--- src/rtl/alu_pkg.sv ---
// alu_pkg: shared width constant and operation encoding for alu_64.
// Imported by alu_addsub and alu_64.
package alu_pkg;

  localparam int ALU_W = 64;

  typedef enum logic [1:0] {
    OP_ADD = 2'd0,
    OP_SUB = 2'd1,
    OP_AND = 2'd2,
    OP_XOR = 2'd3
  } alu_op_e;

endpackage

--- src/rtl/alu_addsub.sv ---
// alu_addsub: shared 64-bit adder; sub=1 gives a + ~b + 1.
// Ports: a, b (operands), sub (subtract), sum (carry-out dropped).
module alu_addsub
  import alu_pkg::*;
(
  input  logic [ALU_W-1:0] a,
  input  logic [ALU_W-1:0] b,
  input  logic             sub,
  output logic [ALU_W-1:0] sum
);

  logic [ALU_W-1:0] b_eff;
  logic [ALU_W-1:0] cin;

  always_comb begin
    b_eff = sub ? ~b : b;
    cin   = {{(ALU_W-1){1'b0}}, sub};
    // Sum is truncated to ALU_W bits, so the carry out of the MSB is lost.
    sum   = a + b_eff + cin;
  end

endmodule

--- src/rtl/alu_64.sv ---
// alu_64: 1-cycle registered ADD/SUB/AND/XOR with signed overflow.
// Ports: clk, rst_n (sync, active low), in_valid, a, b, control,
//   out_valid, result, overflow; zero, sign when ALU_FLAGS_EN is defined.
module alu_64
  import alu_pkg::*;
(
  input  logic             clk,
  input  logic             rst_n,
  input  logic             in_valid,
  input  logic [ALU_W-1:0] a,
  input  logic [ALU_W-1:0] b,
  input  logic [1:0]       control,
  output logic             out_valid,
  output logic [ALU_W-1:0] result,
  output logic             overflow
`ifdef ALU_FLAGS_EN
  ,
  output logic             zero,
  output logic             sign
`endif
);

  localparam int MSB = ALU_W - 1;

  alu_op_e          op;
  logic             sub;
  logic [ALU_W-1:0] sum;
  logic [ALU_W-1:0] op_res;
  logic             op_ov;

  logic             out_valid_d, out_valid_q;
  logic [ALU_W-1:0] result_d, result_q;
  logic             overflow_d, overflow_q;

  assign op  = alu_op_e'(control);
  assign sub = (op == OP_SUB);

  alu_addsub u_addsub (
    .a   (a),
    .b   (b),
    .sub (sub),
    .sum (sum)
  );

  always_comb begin
    op_res = '0;
    op_ov  = 1'b0;
    unique case (op)
      OP_ADD: begin
        op_res = sum;
        op_ov  = (a[MSB] == b[MSB]) &&
                 (sum[MSB] != a[MSB]);
      end
      OP_SUB: begin
        op_res = sum;
        op_ov  = (a[MSB] != b[MSB]) &&
                 (sum[MSB] != a[MSB]);
      end
      OP_AND: op_res = a & b;
      OP_XOR: op_res = a ^ b;
      default: op_res = '0;
    endcase
  end

  always_comb begin
    out_valid_d = in_valid;
    result_d    = result_q;
    overflow_d  = overflow_q;
    if (in_valid) begin
      result_d   = op_res;
      overflow_d = op_ov;
    end
  end

  always_ff @(posedge clk) begin
    if (!rst_n) begin
      out_valid_q <= 1'b0;
      result_q    <= '0;
      overflow_q  <= 1'b0;
    end else begin
      out_valid_q <= out_valid_d;
      result_q    <= result_d;
      overflow_q  <= overflow_d;
    end
  end

  assign out_valid = out_valid_q;
  assign result    = result_q;
  assign overflow  = overflow_q;

`ifdef ALU_FLAGS_EN
  logic zero_d, zero_q;
  logic sign_d, sign_q;

  always_comb begin
    zero_d = zero_q;
    sign_d = sign_q;
    if (in_valid) begin
      zero_d = (op_res == '0);
      sign_d = op_res[MSB];
    end
  end

  always_ff @(posedge clk) begin
    if (!rst_n) begin
      zero_q <= 1'b0;
      sign_q <= 1'b0;
    end else begin
      zero_q <= zero_d;
      sign_q <= sign_d;
    end
  end

  assign zero = zero_q;
  assign sign = sign_q;
`endif

endmodule

--- config.mk ---
export PLATFORM = sky130hd
export DESIGN_NAME = alu_64
export DESIGN_NICKNAME = d
export VERILOG_FILES = /design/src/rtl/alu_pkg.sv /design/src/rtl/alu_addsub.sv /design/src/rtl/alu_64.sv
export SDC_FILE = /design/constraint.sdc
export NUM_CORES = 1
export LEC_CHECK = 0
export CORE_ASPECT_RATIO = 1.1
export CORE_MARGIN = 4
export CORE_UTILIZATION = 40
export CTS_BUF_LIST = sky130_fd_sc_hd__clkbuf_4 sky130_fd_sc_hd__clkbuf_8
export DETAILED_ROUTE_END_ITERATION = 10
export MAX_ROUTING_LAYER = met4
export PLACE_DENSITY = 0.66
export SKIP_CTS_REPAIR_TIMING = 1
export SLEW_MARGIN = 20
export SYNTH_ARGS = -nofsm -noshare
export SYNTH_HDL_FRONTEND = slang
export SYNTH_SLANG_ARGS = --single-unit
export TNS_END_PERCENT = 100
--- constraint.sdc ---
create_clock -name clk -period 6.03 [get_ports clk]
set_clock_uncertainty 0.05 [all_clocks]
set_input_delay 0.9045 -clock clk [delete_from_list [all_inputs] [get_ports clk]]
set_output_delay 0.9045 -clock clk [all_outputs]
set_load 0.01 [all_outputs]
* Word-level counts from Yosys, hierarchy flattened
Index checks and enable logic that the tools add are counted.
Operators by class: add/subtract/negate cells 2, eq/ne operators 6, mux-type cells 3, bitwise operators 3, reduce and logical (&&, ||, !) cells 4
Operator list (count):
- $pmux W64 S3 | 1
- $add A64 B1 Y64 | 1
- $add A64 B64 Y64 | 1
- $and A64 B64 Y64 | 1
- $mux W64 | 1
- $not A64 Y64 | 1
- $xor A64 B64 Y64 | 1
- $eq A2 B2 Y1 const B | 2
- $eq A2 B1 Y1 const B | 1
- $logic_and A1 B1 Y1 | 2
- $logic_not A2 Y1 | 1
- $ne A1 B1 Y1 | 2
- $pmux W1 S2 | 1
- $reduce_or A2 Y1 | 1
- $eq A1 B1 Y1 | 1
Storage, ports and cells: register bits after elaboration 66, logic and storage cells 21

* Logic depth before layout (Yosys ltp)
Gate-level depths: netlist of run 1.
depth in word-level cells 7, gate-level depth with buffers 18, gate-level depth less buffers 15

* By module
A second synthesis of run 1 with hierarchy kept.
Unflattened totals: cells, all modules 1122, area, all modules 8964.8 µm²
By module, submodules not included:
- alu_64 | times used 1, cells each 500, area each 4585.6 µm², sequential area each 1321.3 µm²
- alu_addsub | times used 1, cells each 622, area each 4379.2 µm², sequential area each 0.0 µm²

* Least setup slack after synthesis of run 1
OpenSTA, ideal clock, no wires.
path kind input to register, start point in control[0], end point reg result_q[58], in the netlist result[58], setup time 117 ps, data arrival time 4679 ps, data required time 5863 ps, path slack 1183 ps, stages on the path 17, path buffers 3, cell sequence clkbuf_1 > nand2b_1 > clkbuf_1 > clkbuf_1 > xnor2_1 > ha_1 > a21o_1 > a21o_1 > a221o_1 > a41oi_2 > nor3_1 > a21boi_2 > nor2_1 > a41o_1 > a21o_1 > or3_1 > a32o_1
Between the ends: cells in the longest elaborated chain, start to end 5, elaborated cells on any way between the ends 9
Ends and longest elaborated chain:
- start: declaration | RTL line alu_64.sv:12 | input logic [1:0] control,
- $eq A2 B1 Y1 | RTL line alu_64.sv:36, alu_64.sv:48
- $mux W64 | RTL line alu_addsub.sv:16 | b_eff = sub ? ~b : b;
- $add A64 B64 Y64 | RTL line alu_addsub.sv:19 | sum = a + b_eff + cin;
- $add A64 B1 Y64 | RTL line alu_addsub.sv:19
- $pmux W64 S3 * | RTL line alu_64.sv:48 | unique case (op)
- end signal: assignment | RTL line alu_64.sv:82 | result_q <= result_d;
- end: declaration | RTL line alu_64.sv:32 | logic [ALU_W-1:0] result_d, result_q;
Mark *: on every way between the ends. The rest lies on a longest branch, timed or not. A chain may end at the register's enable or synchronous reset.

* Worst setup path after layout of run 1
start point in control[1], end point reg result_q[63], in the netlist result[63]
Same word-level chain as after synthesis.

==> results.txt, run 1 <==
----------------------------------------------------
[Global routing]
  Number of global-route vias before repair ... 8,687
  Total gr overflow ... 0
  Pin count of the biggest net entering global routing ... 84
  Overall global routing resource usage ... 0.2302
  Number of antenna violations at the first check in global routing ... 0
  Wire length of the first global-routing pass ... 44,230 um

[Detailed routing]
  DR DRC count ... 0
  Number of iterations in the first detailed-routing pass ... 5
  Number of DRC markers after the initial detailed-route iteration ... 563
  Average routed wire per standard cell ... 18.25 um
  Via count of the routed design ... 8,711
  Per-cell via count in the routed design ... 5.746
  Total detailed-routing wirelength ... 27,660 um
  Number of routed nets with antenna violations ... 0

[Layout]
  Antenna cells ... 0
  Most common library cell in the layout ignoring fill and taps ... sky130_fd_sc_hd__clkdlybuf4s50_1
  Fraction of the core area covered by cells at the end of the flow ... 0.5150
  Final non-filler cell total ... 1,516
  Layout area overhead ... 26.78%
  Final design instance area without fill ... 11,010 um2
  Register area ... 1321 um2
  Final #Nets ... 1,481
  Fraction of layout cells with a size suffix above 1 ... 0.05220
  Commonest cells after routing, fill and taps aside ... sky130_fd_sc_hd__clkdlybuf4s50_1 (194), sky130_fd_sc_hd__ha_1 (126), sky130_fd_sc_hd__xnor2_1 (105), sky130_fd_sc_hd__a21oi_1 (103), sky130_fd_sc_hd__nand2_1 (76)
  Fill cell instance count of the final layout ... 2,067
  Multi-input gate area ... 6992 um2

[Place]
  Port buffer count ... 198
  Placed insts ... 1,500
  Standard cell area after detailed placement ... 10,800 um2
  Final HPWL from detailed placement ... 21,640 um
  Last weighted congestion value of the routability-driven placer ... 0.9248

[Die]
  Area of the placeable core ... 21,370 um2
  Starting density of the core ... 0.4063
  # IOs ... 199
  Area of the die ... 24,130 um2
  Y dimension of the die ... 162.5 um
  Floorplan row count ... 56
  Die extent in x ... 148.5 um

[Critical path]
  Buf+Inv Stages, Crit Path ... 2
  Worst Setup End Kind ... flip-flop
  Kind of cell with the highest combined delay on the critical path ... compound AO/OA/AOI/OAI gates
  Most Frequent Cell on Critical Path ... sky130_fd_sc_hd__xnor2_1
  Maximum net fanout on the critical path ... 36
  Worst path arrival time ... 4.91 ns
  Required time of the critical path ... 6.23 ns
  Critical-path cell list ... buf_4, nand2b_4, buf_12, xnor2_1, ha_1, a21o_1, a21oi_1, nor2_1, o32a_1, a21oi_1, or3b_1, a21bo_2, a41oi_2, xnor2_1, xnor2_1, o21ai_0
  CP max stage delay ... 0.59 ns
  Slowest cell on crit path ... sky130_fd_sc_hd__nand2b_4
  Kind of start point of the critical path ... input port
  Type of the worst setup path ... in -> reg

[Synthesis]
  Synthesized netlist cell count ... 1,080
  Number of enable-type register cells in the synthesized netlist ... 0
  Count of cell types in the netlist ... 68
  Area contributors post-synth ... sky130_fd_sc_hd__ha_1 (18%), sky130_fd_sc_hd__dfxtp_1 (15%), sky130_fd_sc_hd__xnor2_1 (11%)
  Post-synth ARST share ... 0
  Prevailing post-synth register cell ... sky130_fd_sc_hd__dfxtp_1
  Cell type with the largest total area after synthesis ... sky130_fd_sc_hd__ha_1
  Post-Synthesis Cell Area ... 8682 um2
  Sequential-to-total area share from yosys stat ... 0.1522
  Per-instance average area after synthesis ... 8.039 um2
  Proportion of netlist area held by the largest area contributor ... 0.1816
  Synth Warn # ... 0
  Post-synth net total ... 1,340
  Synthesis-stage register bit count ... 66

[Timing]
  Worst slew slack as a fraction of its limit ... 0.4505
  Final worst path period share ... 0.7808
  Highest clock frequency the design can meet ... 212.4 MHz
  Transition time of the tightest slew-check pin ... 0.8243 ns
  Aggregate negative setup slack ... 0 ns
  Final setup violation count ... 0
  Count of final hold-check violations ... 0
  Setup repair after global routing missed its margin ... false
  Crit path time final ... 4.708 ns
  Final Max Tran Viols ... 0

[Power]
  Max rail drop VDD ... 0.09404 mV
  Power density over the cells ... 190.9 nW/um2
  Leakage component of the power ... 4.700 nW

[Clocking]
  Cell chosen for the clock root ... sky130_fd_sc_hd__clkbuf_8
  Number of buffers added by the clock tree synthesis step ... 9
  Latest clock arrival within the worst-skew pair ... 0.37 ns
  Clock tree from TritonCTS ... yes
  Clock Tree Buf Depth ... 2
  H-tree depth reported by CTS ... 3
  Num Clock Sinks ... 66
  Clock transition at the register clock pins on the worst setup and hold paths after CTS ... 0.08 ns

[Outcome]
  Outcome ... finished clean

[Run]
  Count of max-cap constraint violations ... 0

[Hold path]
  Hold Path Class ... reg -> reg

----------------------------------------------------
power by group:
| part | switching [W] | internal, W | total, W |
|---|---|---|---|
| logic | 0.000624 | 0.000549 | 0.00117 |
| clock network | 0.000195 | 0.000227 | 0.000422 |
| registers | 0.0000264 | 0.000480 | 0.000506 |
final timing paths:
| check | startpoint | end | slack, ns | cells after the start |
|---|---|---|---|---|
| max | control[1] | result[63] | 1.32 | 16 |
| max reg2reg | result[58] | result[58] | 5.16 | 2 |
| min reg2reg | result[35] | result[35] | 0.42 | 2 |
| min | result[35] | result[35] | 0.42 | 2 |
worst reg2reg max path: stages (launching register included):
cell                        delay (ns)
sky130_fd_sc_hd__dfxtp_1          0.35
sky130_fd_sc_hd__o2bb2ai_1        0.14
sky130_fd_sc_hd__a32o_1           0.22
layer usage:
metal / GRT usage / vias to the layer above / routed length, um
li1: - / 4302 / -
met1: 0.2916 / 4105 / 12550
met2: 0.3899 / 265 / 13180
met3: 0.02115 / 39 / 1304
met4: 0.07014 / 0 / 633
met5: - / - / 0
registers in the layout, indices dropped and copies added, names as in the netlist:
| signal | count |
|---|---|
| out_valid | 1 |
| overflow | 1 |
| result | 64 |
cells by family (layout without fill, tap and decap cells):
kind of cell,after synthesis,in the layout,synth area share
adders and majority gates,127,127,0.1839
xor gates and xnor gates,122,122,0.1231
and+or+nand+nor,226,226,0.1287
DFF,66,66,0.1522
buffers and inverters,99,245,0.04338
muxes,49,49,0.05938
AOI/OAI and AO/OA,391,391,0.3094
cell usage after synthesis, drive strengths merged (5+ instances only):
master / number
a21o: 42
ha: 126
nand2b: 23
o221ai: 8
clkbuf: 62
nand3: 14
nand2: 76
o2bb2ai: 6
o21a: 11
a31oi: 11
or3: 5
dfxtp: 66
nor3: 6
o21ai: 69
xnor2: 105
nor2b: 13
nand4: 17
a41oi: 7
nor2: 45
a211oi: 9
buf: 13
a21boi: 5
and2: 8
o211a: 24
xor2: 17
inv: 23
mux2i: 29
o211ai: 46
mux2: 20
o21bai: 15
a21oi: 106
stage by stage:
step           power [W]  worst slack, ns  hold WS (ns)
2_1_floorplan   0.001280            1.183        0.4387
3_3_place_gp    0.001676           0.9783        0.4120
3_5_place_dp    0.001679           0.8955        0.4112
4_1_cts         0.002111            1.299        0.4286
5_1_grt         0.002249           0.8972        0.4479
6_report        0.002101            1.322        0.4204
final cells by class:
type                            instances  area share
Multi-Input combinational cell        915      0.6352
Sequential cell                        66      0.1200
Inverter                               24    0.008185
Tap cell                              290     0.03297
Clock inverter                          2    0.003183
Timing Repair Buffer                  205      0.1846
Clock buffer                           14     0.01580
Power figures use the tool's default switching activity.
==> run 2: changes to the inputs <==
==> constraint.sdc (replaced) <==
create_clock -name clk -period 4.5 [get_ports clk]
set_clock_uncertainty 0.05 [all_clocks]
set_input_delay 0.675 -clock clk [delete_from_list [all_inputs] [get_ports clk]]
set_output_delay 0.675 -clock clk [all_outputs]
set_load 0.01 [all_outputs]
==> results.txt, run 2 (synthesis gave the netlist of run 1 again) <==
----------------------------------------------------
[Clocking]
  Clock Tree Buf Depth ... 2
  H-tree depth reported by CTS ... 3
  Clock transition at the register clock pins on the worst setup and hold paths after CTS ... 0.08 ns
  Number of buffers added by the clock tree synthesis step ... 9
  Clock tree from TritonCTS ... yes
  Latest clock arrival within the worst-skew pair ... 0.37 ns
  Cell chosen for the clock root ... sky130_fd_sc_hd__clkbuf_8
  Num Clock Sinks ... 66

[Layout]
  Most common library cell in the layout ignoring fill and taps ... sky130_fd_sc_hd__clkdlybuf4s50_1
  Commonest cells after routing, fill and taps aside ... sky130_fd_sc_hd__clkdlybuf4s50_1 (194), sky130_fd_sc_hd__ha_1 (126), sky130_fd_sc_hd__xnor2_1 (105), sky130_fd_sc_hd__a21oi_1 (103), sky130_fd_sc_hd__nand2_1 (76)
  Layout area overhead ... 29.30%
  Final #Nets ... 1,515
  Fraction of the core area covered by cells at the end of the flow ... 0.5253
  Fraction of layout cells with a size suffix above 1 ... 0.07778
  Max reg flops ... 64
  Antenna cells ... 0
  Fill cell instance count of the final layout ... 2,115

[Detailed routing]
  DR DRC count ... 0
  Total detailed-routing wirelength ... 27,540 um
  Number of routed nets with antenna violations ... 0
  Average routed wire per standard cell ... 17.77 um
  Per-cell via count in the routed design ... 5.565
  Via count of the routed design ... 8,625
  Number of DRC markers after the initial detailed-route iteration ... 363
  Number of iterations in the first detailed-routing pass ... 5

[Timing]
  Final worst path period share ... 0.9138
  Final setup violation count ... 0
  Final Max Tran Viols ... 0
  Highest clock frequency the design can meet ... 243.2 MHz
  Aggregate negative setup slack ... 0 ns
  Worst slew slack as a fraction of its limit ... 0.3010
  Transition time of the tightest slew-check pin ... 1.049 ns
  Crit path time final ... 4.112 ns
  Setup repair after global routing missed its margin ... false
  Count of final hold-check violations ... 0

[Critical path]
  Kind of cell with the highest combined delay on the critical path ... compound AO/OA/AOI/OAI gates
  Buf+Inv Stages, Crit Path ... 3
  Type of the worst setup path ... in -> reg
  Critical-path cell list ... buf_4, nand2b_4, buf_4, buf_4, xnor2_1, ha_1, nand2_1, or3_1, o32ai_1, a211oi_1, o31a_2, o41ai_4, a21oi_2, o21bai_4, mux2i_1, o221ai_1
  Slowest cell on crit path ... sky130_fd_sc_hd__o41ai_4
  Worst reg2reg path depth ... 2
  Kind of start point of the critical path ... input port
  Worst Setup End Kind ... flip-flop
  Most Frequent Cell on Critical Path ... sky130_fd_sc_hd__buf_4
  Maximum net fanout on the critical path ... 15
  CP max stage delay ... 0.45 ns
  Required time of the critical path ... 4.69 ns
  Register-to-register path setup slack ... 3.61 ns
  Worst path arrival time ... 4.30 ns
  FF-to-FF End ... result[58]
  Worst reg2reg startpoint ... result[58]

[Die]
  Area of the die ... 24,130 um2
  Die extent in x ... 148.5 um
  Y dimension of the die ... 162.5 um
  Starting density of the core ... 0.4063
  Floorplan row count ... 56
  # IOs ... 199
  Area of the placeable core ... 21,370 um2

[Place]
  Last weighted congestion value of the routability-driven placer ... 0.9140
  Final HPWL from detailed placement ... 21,980 um
  Port buffer count ... 198

[Power]
  Power density over the cells ... 249.3 nW/um2
  Leakage component of the power ... 4.844 nW
  Max rail drop VDD ... 0.1359 mV

[Global routing]
  Number of global-route vias before repair ... 8,961
  Overall global routing resource usage ... 0.2349
  Total gr overflow ... 0
  Wire length of the first global-routing pass ... 45,420 um
  Pin count of the biggest net entering global routing ... 104
  Number of antenna violations at the first check in global routing ... 0

[Run]
  Count of max-cap constraint violations ... 0

[Hold path]
  Worst Hold Path Cells ... 2
  Hold Path Class ... reg -> reg
  Hold Path End ... result[35]
  Startpoint of the most critical hold path ... result[35]

[Outcome]
  Outcome ... finished clean

----------------------------------------------------
[run 2: through the flow]
stage          cells  power, W  area [um2]  hold WS [ns]  setup slack, ns
2_1_floorplan   1080  0.001716        8685        0.4387          0.04504
3_3_place_gp    1534  0.002298       11040        0.4122          0.07563
3_5_place_dp    1534  0.002299       11040        0.4115        -0.004469
4_1_cts         1550  0.002819       11230        0.4277           0.3872
5_1_grt         1550  0.003029       11230        0.4553           0.1228
6_report        1550  0.002799       11230        0.4191           0.3878
[run 2: power breakdown]
group | switching [W] | internal [W]
clock network | 0.000268 | 0.000236
registers | 0.0000359 | 0.000643
logic | 0.000839 | 0.000777
[run 2: how the worst max path moves through the flow]
stage,start,endpoint,slack [ns],depth (start not counted)
detailed placement,control[1],result[57],-0.004,16
CTS,control[1],result[57],0.39,16
finish,control[1],result[57],0.39,16
floorplan,control[0],result[57],0.05,15
global placement,control[1],result[63],0.08,16
global route,b[0],result[52],0.12,16
[run 2: tightest hold or removal path, cell delays in order (launching register included)]
cell and delay, ns:
sky130_fd_sc_hd__dfxtp_1 0.32, sky130_fd_sc_hd__nand2_1 0.06, sky130_fd_sc_hd__a21boi_1 0.05
[run 2: final cells by class]
type | instances | area, um2 | share of cell area
clock inverters | 4 | 26.28 | 0.002341
well taps | 290 | 362.8 | 0.03232
inverters | 24 | 90.09 | 0.008025
multi-input cells | 915 | 6992 | 0.6228
clock buffers | 12 | 158.9 | 0.01416
repair buffers | 239 | 2275 | 0.2026
flip-flops and latches | 66 | 1321 | 0.1177
[run 2: layer usage]
metal  vias to the layer above  global-route usage  share of wire
met5                         -                   -              0
met2                       203              0.4046           0.48
met4                         0             0.07518          0.028
met3                        40             0.02533          0.035
met1                      4000              0.2880           0.45
li1                       4382                   -              -
